`src/rtl/keypad_scanner.sv`:
```
// 4x4 matrix keypad scanner: drives one active-low column at a time, debounces
// the synchronized rows and reports one key code per physical press.
module keypad_scanner #(
  parameter int COL_HOLD        = 4,
  parameter int DEBOUNCE_CYCLES = 4
) (
  input  logic       scan_clk,
  input  logic       rst_n,
  input  logic       row_1,
  input  logic       row_2,
  input  logic       row_3,
  input  logic       row_4,
  output logic       col_1,
  output logic       col_2,
  output logic       col_3,
  output logic       col_4,
  output logic [3:0] key_code,
  output logic       key_valid,
  output logic       key_held
);

  localparam int HW = $clog2(COL_HOLD);
  localparam int CW = $clog2(DEBOUNCE_CYCLES);
  localparam logic [HW-1:0] HOLD_LAST = HW'(COL_HOLD - 1);
  localparam logic [CW-1:0] CNT_LAST  = CW'(DEBOUNCE_CYCLES - 1);
  localparam logic [CW-1:0] CNT_FIRST = CW'(1);

  typedef enum logic [1:0] {
    SCAN,
    DEBOUNCE,
    HELD,
    RELEASE
  } state_t;

  state_t          state;
  logic [HW-1:0]   hold_cnt;
  logic [CW-1:0]   cnt;
  logic [1:0]      col_idx;
  logic [1:0]      cand;
  logic [3:0]      col_n;
  logic [3:0]      sync_1;
  logic [3:0]      rs;
  logic [1:0]      col_idx_nxt;
  logic [3:0]      col_n_nxt;

  // Lowest-numbered low row wins when several keys share the driven column.
  function automatic logic [1:0] lowest_low(input logic [3:0] v);
    if (!v[0])      return 2'd0;
    else if (!v[1]) return 2'd1;
    else if (!v[2]) return 2'd2;
    else            return 2'd3;
  endfunction

  // NOTE: an asynchronous reset must appear in the sensitivity list; every
  // flop here is reset so outputs are defined the moment rst_n falls.
  always_ff @(posedge scan_clk or negedge rst_n) begin
    if (!rst_n) begin
      sync_1 <= 4'hF;
      rs     <= 4'hF;
    end else begin
      // NOTE: non-blocking assignments make both stages shift on the same
      // edge; blocking here would collapse the synchronizer to one flop.
      sync_1 <= {row_4, row_3, row_2, row_1};
      rs     <= sync_1;
    end
  end

  assign col_idx_nxt = col_idx + 2'd1;
  assign col_n_nxt   = ~(4'b0001 << col_idx_nxt);

  always_ff @(posedge scan_clk or negedge rst_n) begin
    if (!rst_n) begin
      state     <= SCAN;
      hold_cnt  <= '0;
      cnt       <= '0;
      col_idx   <= 2'd0;
      col_n     <= 4'b1110;
      cand      <= 2'd0;
      key_code  <= 4'd0;
      key_valid <= 1'b0;
      key_held  <= 1'b0;
    end else begin
      key_valid <= 1'b0;
      unique case (state)
        SCAN: begin
          if (hold_cnt == HOLD_LAST) begin
            if (rs == 4'hF) begin
              col_idx  <= col_idx_nxt;
              col_n    <= col_n_nxt;
              hold_cnt <= '0;
            end else begin
              cand  <= lowest_low(rs);
              cnt   <= CNT_FIRST;
              state <= DEBOUNCE;
            end
          end else begin
            hold_cnt <= hold_cnt + 1'b1;
          end
        end

        DEBOUNCE: begin
          if (rs[cand]) begin
            state    <= SCAN;
            col_idx  <= col_idx_nxt;
            col_n    <= col_n_nxt;
            hold_cnt <= '0;
          end else if (cnt == CNT_LAST) begin
            key_code  <= {cand, col_idx};
            key_valid <= 1'b1;
            key_held  <= 1'b1;
            state     <= HELD;
          end else begin
            cnt <= cnt + 1'b1;
          end
        end

        // Column stays parked on the pressed key; only its own row matters.
        HELD: begin
          if (rs[cand]) begin
            cnt   <= CNT_FIRST;
            state <= RELEASE;
          end
        end

        RELEASE: begin
          if (!rs[cand]) begin
            state <= HELD;
          end else if (cnt == CNT_LAST) begin
            key_held <= 1'b0;
            state    <= SCAN;
            col_idx  <= col_idx_nxt;
            col_n    <= col_n_nxt;
            hold_cnt <= '0;
          end else begin
            cnt <= cnt + 1'b1;
          end
        end
      endcase
    end
  end

  assign col_1 = col_n[0];
  assign col_2 = col_n[1];
  assign col_3 = col_n[2];
  assign col_4 = col_n[3];

endmodule

```
`config.mk`:
```
export PLATFORM = sky130hd
export DESIGN_NAME = keypad_scanner
export DESIGN_NICKNAME = d
export VERILOG_FILES = /design/src/rtl/keypad_scanner.sv
export SDC_FILE = /design/constraint.sdc
export NUM_CORES = 1
export LEC_CHECK = 0
export ABC_AREA = 0
export BUFFER_PORTS_ARGS = -buffer_cell sky130_fd_sc_hd__buf_2
export CORE_MARGIN = 3
export CORE_UTILIZATION = 30
export CTS_CLUSTER_DIAMETER = 80
export DETAILED_ROUTE_END_ITERATION = 7
export GPL_TIMING_DRIVEN = 0
export SYNTH_ARGS = -nofsm -noshare
export SYNTH_HDL_FRONTEND = slang
export SYNTH_SLANG_ARGS = --single-unit
```
`constraint.sdc`:
```
create_clock -name scan_clk -period 3.1 [get_ports scan_clk]
set_input_delay 0 -clock scan_clk [delete_from_list [all_inputs] [get_ports scan_clk]]
set_output_delay 0 -clock scan_clk [all_outputs]
set_load 0.05 [all_outputs]
```
# Word level (Yosys, flattened, before mapping)
# Index checks and enable logic that the tools add are counted.
# totals
input_bits	6
regBits	28
out_inout_bits	10
# op_classes
eq_ne	18
bitwise_logic	3
addsub	3
n_lt_le_gt_ge	1
mux	43
n_shift	1
reduce_logical	10
# ops
cell	n
two-way mux 2 bit	22
two-way mux 4 bit	5
AND reduction 5 bit	4
inequality test 2 bit, second input constant	9
one-hot mux 2 bit (4 select lines)	2
one-hot mux 2 bit (3 select lines)	2
one-hot mux 4 bit (3 select lines)	1
two-way mux 1 bit	9
inequality test 3 bit, second input constant	3
equality test 2 bit, second input constant	4
adder 2 x 1 -> 2 bit, second input constant	3
AND reduction 3 bit	2
AND reduction 6 bit	1
equality test 4 bit, second input constant	1
NOT 4 bit	1
<< shifter 1 x 2 -> 4 bit, first input constant	1
less-than comparator 2 x 3 -> 1 bit, second input constant	1
nonzero test 3 bit	1
binary-select mux 1 bit (select 2 bit)	1
equality test 2 x 1 -> 1 bit, second input constant	1
logical NOT 2 bit	1
NOT 1 bit	2
one-hot mux 1 bit (2 select lines)	1
nonzero test 2 bit	1

# Logic depth before layout (Yosys ltp)
# Gate-level depths: netlist (run 1).
# logic_depth
depth_word	6
depth_mapped	5
mapped_depth_nobuf	5

# Worst setup path after synthesis (run 1)
# Ideal clock, no wire load.
# synth_path
kind	register -> register
from	reg cand[0]
to	reg col_idx[1]
t_required_ns	2.975
setup_slack_ns	1.261
path_buffers	0
path_stages_with_launch	4
arrival_time_ns	1.714
period_less_slack_ns	1.839
path_cell_list	dfrtp_1 > mux4_2 > a32oi_4 > mux2_4
# synth_between
elab_chain_cells	4
word_cells_on_any_way	5
classes_between	eq/ne: 2; mux: 2; reduce/logical: 1
# synth_rtl
item	line_no	rtl
start, declared	39	logic [1:0] cand;
start signal, assigned	92	cand <= lowest_low(rs);
binary-select mux 1 bit (select 2 bit) *	102, 126	
two-way mux 1 bit (implied by the code) *	102, 126	
inequality test 2 bit (no source line)	-	
AND reduction 6 bit (no source line) *	-	
end signal, assigned	88	col_idx <= col_idx_nxt;
end signal, assigned	104	col_idx <= col_idx_nxt;
end signal, assigned	131	col_idx <= col_idx_nxt;
end, declared	38	logic [1:0] col_idx;
# Every way passes the cells marked *; elsewhere a longest branch is shown, timed or not. The select of a mux whose other input is x is not followed.
# A chain may end at the register's enable or synchronous reset.

# Worst setup path after layout (run 1)
# Same ends and word-level chain as after synthesis.

==> run summary, run 1 <==
CTS tree -> yes
Final Skew -> 0.00402 ns
Syn Nets -> 117
clock buffer depth -> 2
CP startpoint kind -> flip-flop
VDD IR max -> 0.475 mV
die width -> 71.5 um
initial antenna violation count -> 0
commonest non-fill, non-tap cell in the layout -> dfrtp_1
Crit. path cell count -> 3
dominant cell type by area after synthesis -> dfrtp_1
Leakage -> 0.712 nW
die area -> 5110 sq um
initial core utilization -> 31.7%
routed len/inst -> 11.6 um
worst hold path type -> primary input to asynchronous set/reset pin
ANT cells -> 0
crit path time final -> 2.00 ns
crit path cell chain -> mux4_2 -> a32oi_4 -> mux2_4
register area share after synthesis -> 55.5%
worst stage delay on the critical path -> 0.66 ns
placed instance area -> 1420 sq um
I/O Pins -> 16
largest net degree at the start of global routing -> 29
Core Box Area -> 4060 sq um
ranking of synthesized cells by area -> dfrtp_1 33%, dfstp_2 22%, mux2_2 7.0%
Clock transition at path regs -> 0.09 ns
warnings from Yosys -> 0
slew margin rel. -> 60.8%
Highest Clock Rate -> 500 MHz
Sink Count -> 28
buffers and inverters on the worst path -> 0
Total Wirelength -> 2.06 mm
CP delay by family, top -> multiplexers
worst skew pair latency -> 0.27 ns
post-synth cell types -> 32
DRT iter0 DRCs -> 7
Post-CTS Resized -> 0
post-layout utilization of the core -> 37.7%
Die Y -> 71.5 um
H-tree depth -> 1
hold buffer count at cts -> 5
final setup violation count -> 0
flops & latches, synth -> 28
CP max FO -> 10
layout cells sized above 1 -> 33.6%
Reg2Reg Depth -> 3
vias -> 815
Post-CTS Setup Repair Bufs -> 0
area share of the leading cell type in the synthesized netlist -> 33.1%
PortBufs -> 15
Crit. End Element -> flip-flop
commonest non-fill, non-tap cells in the layout -> 17 x dfrtp_1, 16 x buf_2, 15 x nand2_1
post-route ant nets -> 0
Avg Cell Area, Syn -> 12.4 sq um
CTS buffer count -> 3
CP Data Required Time -> 3.26 ns
Max-cap violations -> 0
total negative slack -> 0 ns
vias in the first global route -> 820
first-pass GRT wire length -> 3.68 mm
pins over their slew limit -> 0
Mapped Cells -> 104
Critical-path top delay cell -> mux4_2
drt drc -> 0
unrepaired setup endpoints after global routing -> false
placed wire-length estimate -> 1.51 mm
outcome -> finished, final reports clean
Via density -> 4.58
critical path class -> flip-flop to flip-flop
actual slew at the worst max-slew pin -> 0.588 ns
final hold violations -> 0
CP arrival -> 2.16 ns
P per Cell Area -> 1010 nW/um^2
Nets -> 142
post-route cell area -> 1530 sq um
period utilization -> 64.5%
grt total ovfl -> 0
root buffer cell -> clkbuf_8
GPL Wtd Cong -> 0.792
Mapped Area -> 1290 sq um
first drt pass iteration count -> 4
# rows -> 23
Synth-to-Final Area Change -> 18.9%
Tot GR Track Use -> 8.97%
where the power goes:
part	switching (mW)	total, mW	internal [mW]
combinational	0.454	0.717	0.263
sequential	0.0997	0.607	0.508
clock	0.106	0.219	0.114
total	0.660	1.54	0.884
state kept, by name (all words and copies together), names as in the netlist, named ones only:
register / cells
key_held: 1
state: 1
hold_cnt: 2
cand: 2
key_code: 4
cnt: 2
rs: 4
col_idx: 2
col_n: 4
key_valid: 1
sync_1: 4
layer usage:
layer  global-route usage (%)  part of all wire [%]
met3                     2.38                   4.8
met1                     12.2                    47
met2                     13.8                    48
met5                        0                     0
met4                     3.13                     0
synth_stat cells:
| cell type | number |
|---|---|
| dfrtp_1 | 17 |
| nand2_1 | 15 |
| dfstp_2 | 11 |
| o21ai_0 | 9 |
| mux2_2 | 8 |
| ha_1 | 7 |
| inv_1 | 5 |
| nor3b_1 | 3 |
| a31oi_1 | 2 |
| and3b_1 | 2 |
| clkbuf_1 | 2 |
| nand2b_1 | 2 |
| nand3_1 | 2 |
| a21boi_0 | 1 |
| a21o_1 | 1 |
| a21oi_1 | 1 |
| a222oi_1 | 1 |
| a32oi_4 | 1 |
| and4_1 | 1 |
| buf_2 | 1 |
| mux2_4 | 1 |
| mux2i_1 | 1 |
| mux4_2 | 1 |
| nand4_1 | 1 |
| nor2_1 | 1 |
| nor3_1 | 1 |
| nor3_4 | 1 |
| o21a_1 | 1 |
| o221ai_1 | 1 |
| o22ai_1 | 1 |
| or4b_1 | 1 |
| xnor2_1 | 1 |
cells by family after synthesis:
kind of cell	share of synthesized area, %
compound gates	10.7
fa+ha+maj	6.81
buf+inv	2.43
xor+xnor	0.681
flops	55.5
simple gates	13.1
mux	10.7
path summary, 6_finish.rpt:
kind / slack (ns) / start / end
max reg2reg: 1.10 / cand[0]$_DFFE_PN0P_ / col_idx[1]$_DFFE_PN0P_
min in group scan_clk: 0.36 / sync_1[1]$_DFF_PN1_ / rs[1]$_DFF_PN1_
min reg2reg: 0.36 / sync_1[1]$_DFF_PN1_ / rs[1]$_DFF_PN1_
max in group asynchronous: 2.45 / rst_n / asynchronous set/reset pin
min: 0.26 / rst_n / col_n[0]$_DFFE_PN0P_
max: 1.10 / cand[0]$_DFFE_PN0P_ / col_idx[1]$_DFFE_PN0P_
per-stage QoR:
stage	total power [mW]	setup WS, ns	hold slack (ns)	cells
2_1_floorplan	1.17	1.26	-0.296	104
3_3_place_gp	1.31	1.12	0.0321	169
3_5_place_dp	1.33	1.11	0.0399	169
4_1_cts	1.56	1.09	0.275	178
5_1_grt	1.68	0.990	0.297	178
6_report	1.54	1.10	0.258	178
cell type report:
cell class,count,area (sq um)
clock buffer,4,55.1
buffer,3,12.5
sequential,28,714
tap,50,62.6
multi-input combinational,68,541
timing repair buffer,20,125
fill,384,2530
inverter,5,18.8
Power figures use the tool's default switching activity.
==> inputs of run 2 (changes only) <==
--- a/config.mk
+++ b/config.mk
@@ -5,7 +5,7 @@
 export SDC_FILE = /design/constraint.sdc
 export NUM_CORES = 1
 export LEC_CHECK = 0
-export ABC_AREA = 0
+export ABC_AREA = 1
 export BUFFER_PORTS_ARGS = -buffer_cell sky130_fd_sc_hd__buf_2
 export CORE_MARGIN = 3
 export CORE_UTILIZATION = 30
==> constraint.sdc (replaced) <==
create_clock -name scan_clk -period 1.61 [get_ports scan_clk]
set_input_delay 0 -clock scan_clk [delete_from_list [all_inputs] [get_ports scan_clk]]
set_output_delay 0 -clock scan_clk [all_outputs]
set_load 0.05 [all_outputs]
==> run 2 against run 1 <==
Combinational power grew to 2.5 times the previous value. Highest routed layer is now met4. Critical path depth grew 5. Hold slack gained 0.0038 ns. Largest cell class unchanged. Largest power group unchanged.
==> run summary, run 2 <==
initial antenna violation count -> 0 (unchanged)
GPL Wtd Cong -> 0.801 (+1.0%)
root buffer cell -> clkbuf_8
die width -> 72.4 um (+1.3%)
CP startpoint kind -> flip-flop
routed len/inst -> 10.3 um (-11%)
Via density -> 4.40 (-3.9%)
commonest non-fill, non-tap cells in the layout -> 35 x nand2_1, 17 x dfrtp_1, 15 x buf_2
die area -> 5240 sq um (+2.6%)
Avg Cell Area, Syn -> 10.3 sq um (-17%)
most frequent cell after synthesis -> nand2_1
pre-CTS setup slack -> 0.0912 ns (-1.02 ns)
Setup WS post-layout -> 0.147 ns (-0.955 ns)
unrepaired setup endpoints after global routing -> false
Clock transition at path regs -> 0.09 ns (about the same)
Final Skew -> 0.00898 ns (+0.00496 ns)
drt drc -> 0 (unchanged)
Total Wirelength -> 2.09 mm (+1.8%)
post-route ant nets -> 0 (unchanged)
final hold violations -> 0 (unchanged)
Syn Nets -> 142 (+21%)
slew margin rel. -> 60.1% (-0.70 points)
largest net degree at the start of global routing -> 29 (unchanged)
period utilization -> 90.9% (+26 points)
placed wire-length estimate -> 1.58 mm (+5.0%)
CTS buffer count -> 3 (unchanged)
Leakage -> 0.730 nW (+2.5%)
grt total ovfl -> 0 (unchanged)
Synth-to-Final Area Change -> 18.4%
Tot GR Track Use -> 8.74% (-0.23 points)
vias in the first global route -> 834 (+1.7%)
Core Box Area -> 4120 sq um (+1.4%)
CP arrival -> 1.63 ns (-0.53 ns)
Max-cap violations -> 0 (unchanged)
ANT cells -> 0 (unchanged)
outcome -> finished, final reports clean
Post-CTS Setup Repair Bufs -> 0 (unchanged)
post-route cell area -> 1570 sq um (+2.4%)
CP Data Required Time -> 1.77 ns (-1.49 ns)
commonest non-fill, non-tap cell in the layout -> nand2_1
CP max FO -> 10 (unchanged)
ranking of synthesized cells by area -> dfrtp_1 32%, dfstp_2 22%, nand2_1 9.9%
Die Y -> 72.4 um (+1.3%)
R2R Setup Slk -> 0.15 ns (-0.95 ns)
Nets -> 167 (+18%)
register area share after synthesis -> 54.0% (-1.5 points)
area share of the leading cell type in the synthesized netlist -> 32.2% (-0.91 points)
vias -> 893 (+9.6%)
PortBufs -> 15 (unchanged)
dominant cell type by area after synthesis -> dfrtp_1
DRT iter0 DRCs -> 51 (+44)
Mapped Area -> 1320 sq um (+2.8%)
actual slew at the worst max-slew pin -> 0.598 ns (+0.0105 ns)
critical path class -> flip-flop to flip-flop
total negative slack -> 0 ns (unchanged)
initial core utilization -> 32.1% (+0.44 points)
CTS tree -> yes
Highest Clock Rate -> 684 MHz (+37%)
# rows -> 23 (unchanged)
post-synth cell types -> 25 (-22%)
final setup violation count -> 0 (unchanged)
Sink Count -> 28 (unchanged)
first-pass GRT wire length -> 3.63 mm (-1.3%)
Crit. End Element -> flip-flop
VDD IR max -> 0.561 mV (+18%)
H-tree depth -> 1 (unchanged)
flops & latches, synth -> 28 (unchanged)
warnings from Yosys -> 0 (unchanged)
share of flip-flops with an asynchronous set or reset -> 100% (unchanged)
P per Cell Area -> 2160 nW/um^2 (+110%)
placed instance area -> 1460 sq um (+2.5%)
worst skew pair latency -> 0.27 ns (about the same)
layout cells sized above 1 -> 28.8% (-4.8 points)
worst hold path type -> primary input to asynchronous set/reset pin
synth cell count leaders -> 35 x nand2_1, 17 x dfrtp_1, 11 x dfstp_2, 11 x inv_1
number of synthesized flops with an enable pin -> 0 (unchanged)
clock buffer depth -> 2 (unchanged)
pins over their slew limit -> 0 (unchanged)
first drt pass iteration count -> 4 (unchanged)
Hold WS -> 0.262 ns (+0.00378 ns)
Mapped Cells -> 129 (+24%)
prevailing post-synth register cell -> dfrtp_1
crit path time final -> 1.46 ns (-0.535 ns)
Tot Pwr -> 3.39 mW (+120%)
I/O Pins -> 16 (unchanged)
-- run 2: changes by cell type in the layout (fill, tap and decap cells not counted), moves of 3 or more --
| cell | previous run | this run |
|---|---|---|
| mux2_2 | 8 | 0 |
| o21ai_1 | 0 | 6 |
| inv_1 | 5 | 11 |
| nand4_1 | 1 | 4 |
| o21a_1 | 1 | 4 |
| nand2_1 | 15 | 35 |
| o21ai_0 | 9 | 6 |
| nor2_1 | 1 | 6 |
| nor3b_1 | 3 | 0 |
| nand3_1 | 2 | 6 |
-- run 2: metrics by stage --
step,utilization [%],cells
2_1_floorplan,-,129
3_3_place_gp,35.5,194
3_5_place_dp,35.5,194
4_1_cts,38.0,203
5_1_grt,38.0,203
6_report,38.0,203
-- run 2: critical path, cell delays in order, from the launching register on --
cell     delay [ns]
dfstp_2        0.54
nand2_1        0.06
nor2_1         0.13
inv_1          0.07
o21ai_1        0.14
nand3_2        0.13
buf_6          0.17
nor2_2         0.09
a21oi_2        0.04
-- run 2: cell families after synthesis --
family                   synth area share (%)
AO/OA/AOI/OAI                            10.0
flip-flops                               54.0
buffers and inverters                    5.30
XOR/XNOR                                0.662
adder cells (fa/ha/maj)                  6.62
AND/OR/NAND/NOR                          23.4
-- run 2: cell type report --
class	instances	area, sq um
Timing Repair Buffer	20	125
Sequential cell	28	714
Inverter	12	45.0
Buffer	2	25.0
Multi-Input combinational cell	87	538
Fill cell	399	2550
Tap cell	50	62.6
Clock buffer	4	55.1
-- run 2: timing repair --
action | CTS | global route
hold buffers | 5 | 0
endpoints found under the setup margin | 0 | 2
resized for setup | 0 | 1
hold endpoints to repair | 21 | 0
-- run 2: worst paths after layout --
path | startpoint | endpoint | cells past startpoint
max reg2reg | rs[0]$_DFF_PN1_ | col_idx[1]$_DFFE_PN0P_ | 8
max | rs[0]$_DFF_PN1_ | col_idx[1]$_DFFE_PN0P_ | 8
max in group asynchronous | rst_n | hold_cnt[0]$_DFFE_PN0P_ | 2
min in group scan_clk | sync_1[2]$_DFF_PN1_ | rs[2]$_DFF_PN1_ | 0
min reg2reg | sync_1[2]$_DFF_PN1_ | rs[2]$_DFF_PN1_ | 0
min | rst_n | col_idx[1]$_DFFE_PN0P_ | 2
-- run 2: metal layers --
layer  wire (um)  vias to the layer above  part of all wire, %  GRT usage, %
li1            -                      462                    -             -
met1        1040                      407                   50          11.4
met2         939                       22                   45          13.4
met3          79                        2                  3.8          3.05
met4          30                        0                  1.4          3.07
met5           0                        -                    0             0
-- run 2: report_power, final --
| part | internal [mW] | switching, mW | total, mW |
|---|---|---|---|
| registers | 0.994 | 0.171 | 1.16 |
| clock network | 0.218 | 0.196 | 0.415 |
| logic | 0.586 | 1.22 | 1.81 |
| total | 1.80 | 1.59 | 3.39 |
==> inputs of run 3 (changes only) <==
--- a/config.mk
+++ b/config.mk
@@ -12,6 +12,7 @@
 export CTS_CLUSTER_DIAMETER = 80
 export DETAILED_ROUTE_END_ITERATION = 7
 export GPL_TIMING_DRIVEN = 0
+export REMOVE_ABC_BUFFERS = 1
 export SYNTH_ARGS = -nofsm -noshare
 export SYNTH_HDL_FRONTEND = slang
 export SYNTH_SLANG_ARGS = --single-unit
==> constraint.sdc (replaced) <==
create_clock -name scan_clk -period 1.61 [get_ports scan_clk]
set_input_delay 0 -clock scan_clk [delete_from_list [all_inputs] [get_ports scan_clk]]
set_output_delay 0 -clock scan_clk [all_outputs]
set_load 0.1 [all_outputs]
==> run 3 against run 2 <==
Clock skew fell by 0.0049 ns. Hold slack got worse by 0.0023 ns. Core utilization increased by 0.091 points. Global-route usage grew 0.84 points. Sequential share of layout area hardly changed. Count of clock-buffer cells in the layout fell by 1. Die area stayed put.
==> run summary, run 3 (synthesized netlist as in run 2, its figures left out) <==
Filler Cell Count -> 403 (+1.0%)
grt total ovfl -> 0 (unchanged)
Crit. End Element -> flip-flop
CTS tree -> yes
Final Skew -> 0.00405 ns (-0.00492 ns)
ANT cells -> 0 (unchanged)
first drt pass iteration count -> 4 (unchanged)
Tot GR Track Use -> 9.58% (+0.84 points)
Total Wirelength -> 2.26 mm (+8.1%)
vias in the first global route -> 896 (+7.4%)
root buffer cell -> clkbuf_8
layout cells sized above 1 -> 29.1% (+0.38 points)
Post-CTS Setup Repair Bufs -> 0 (unchanged)
crit path time final -> 1.49 ns (+0.0268 ns)
placed wire-length estimate -> 1.66 mm (+5.2%)
GPL Wtd Cong -> 0.782 (-2.4%)
die width -> 72.4 um (unchanged)
commonest non-fill, non-tap cell in the layout -> nand2_1
critical path class -> flip-flop to flip-flop
pre-CTS setup slack -> 0.0227 ns (-0.0685 ns)
CP max FO -> 11 (+1)
vias -> 908 (+1.7%)
pins over their slew limit -> 0 (unchanged)
H-tree depth -> 1 (unchanged)
PortBufs -> 15 (unchanged)
Clock transition at path regs -> 0.09 ns (about the same)
Core Box Area -> 4120 sq um (unchanged)
CTS buffer count -> 3 (unchanged)
clock buffer depth -> 2 (unchanged)
Via density -> 4.52 (+2.7%)
final setup violation count -> 0 (unchanged)
period utilization -> 92.5% (+1.7 points)
worst hold path type -> primary input to asynchronous set/reset pin
total negative slack -> 0 ns (unchanged)
CP arrival -> 1.67 ns (+0.04 ns)
# rows -> 23 (unchanged)
actual slew at the worst max-slew pin -> 0.601 ns (+0.00258 ns)
Setup WS post-layout -> 0.120 ns (-0.0268 ns)
unrepaired setup endpoints after global routing -> false
final hold violations -> 0 (unchanged)
slew margin rel. -> 60.0% (-0.17 points)
Sink Count -> 28 (unchanged)
first-pass GRT wire length -> 3.82 mm (+5.1%)
outcome -> finished, final reports clean
worst skew pair latency -> 0.28 ns (about the same)
drt drc -> 0 (unchanged)
FF/Latch Area -> 716 sq um (+0.18%)
placed cells -> 192 (-1.0%)
commonest non-fill, non-tap cells in the layout -> 35 x nand2_1, 16 x dfrtp_1, 15 x buf_2
Nets -> 165 (-1.2%)
DRT iter0 DRCs -> 51 (unchanged)
Layout Cells excl Fill -> 201 (-0.99%)
Synth-to-Final Area Change -> 18.6%
Highest Clock Rate -> 671 MHz (-1.8%)
initial antenna violation count -> 0 (unchanged)
routed len/inst -> 11.3 um (+9.2%)
post-route ant nets -> 0 (unchanged)
CP startpoint kind -> flip-flop
Die Y -> 72.4 um (unchanged)
initial core utilization -> 32.1% (unchanged)
multi-input logic area -> 549 sq um (+2.1%)
Max-cap violations -> 0 (unchanged)
CP Data Required Time -> 1.79 ns (+0.02 ns)
I/O Pins -> 16 (unchanged)
largest net degree at the start of global routing -> 29 (unchanged)
die area -> 5240 sq um (unchanged)
run 3: cell count changes in the layout (fill, tap and decap cells not counted), sizes merged:
cell / previous run / this run
clkbuf: 5 / 3
bufinv: 0 / 1
buf: 16 / 15
run 3: timing repair:
item                                    4_1_cts  5_1_grt
hold endpoints to repair                     21        0
gates resized for setup                       1        3
hold buffers                                  5        0
endpoints found under the setup margin        2        5
run 3: cell type report:
cell class,count,share of cell area [%]
Clock buffer,3,2.63
Timing Repair Buffer,20,7.97
Clock inverter,1,1.91
Inverter,12,2.87
Tap cell,50,3.99
Sequential cell,28,45.6
Multi-Input combinational cell,87,35.0
run 3: path summary, 6_finish.rpt:
check,start,end,slack (ns),cells past startpoint
min in group scan_clk,row_1,sync_1[0]$_DFF_PN1_,0.35,2
max in group asynchronous,rst_n,state[0]$_DFFE_PN0P_,0.93,2
worst min register to register,sync_1[2]$_DFF_PN1_,rs[2]$_DFF_PN1_,0.36,0
worst max-delay path,state[0]$_DFFE_PN0P_,key_code[0]$_DFFE_PN0P_,0.12,6
worst min-delay path,rst_n,cnt[1]$_DFFE_PN0P_,0.26,2
worst max register to register,state[0]$_DFFE_PN0P_,key_code[0]$_DFFE_PN0P_,0.12,6
run 3: worst max-delay path: stages (launching register included):
cell	delay, ns
dfrtp_2	0.49
inv_1	0.12
nor2_1	0.30
nand2_4	0.09
nor2_4	0.20
nand2_1	0.08
o21a_1	0.11
run 3: routing by layer:
| layer | GRT usage [%] | share of wire (%) | wire length [um] | vias up |
|---|---|---|---|---|
| li1 | - | - | - | 458 |
| met1 | 11.8 | 44 | 997 | 419 |
| met2 | 14.7 | 46 | 1050 | 25 |
| met3 | 2.91 | 6.5 | 147 | 6 |
| met4 | 5.94 | 3.0 | 67 | 0 |
| met5 | 0 | 0 | 0 | - |
run 3: through the flow:
step / utilization (%) / area [sq um] / hold WS, ns
after global placement: 34.9 / 1440 / 0.0289
after CTS: 37.9 / 1560 / 0.284
after floorplan: - / 1300 / -0.296
after detailed placement: 34.9 / 1440 / 0.0466
after global routing: 38.1 / 1570 / 0.326
final: 38.1 / 1570 / 0.259
Power of run 3 is left out: the tool's default activity adds up to more than one toggle a clock period on the data nets, which glitch-free logic cannot reach.
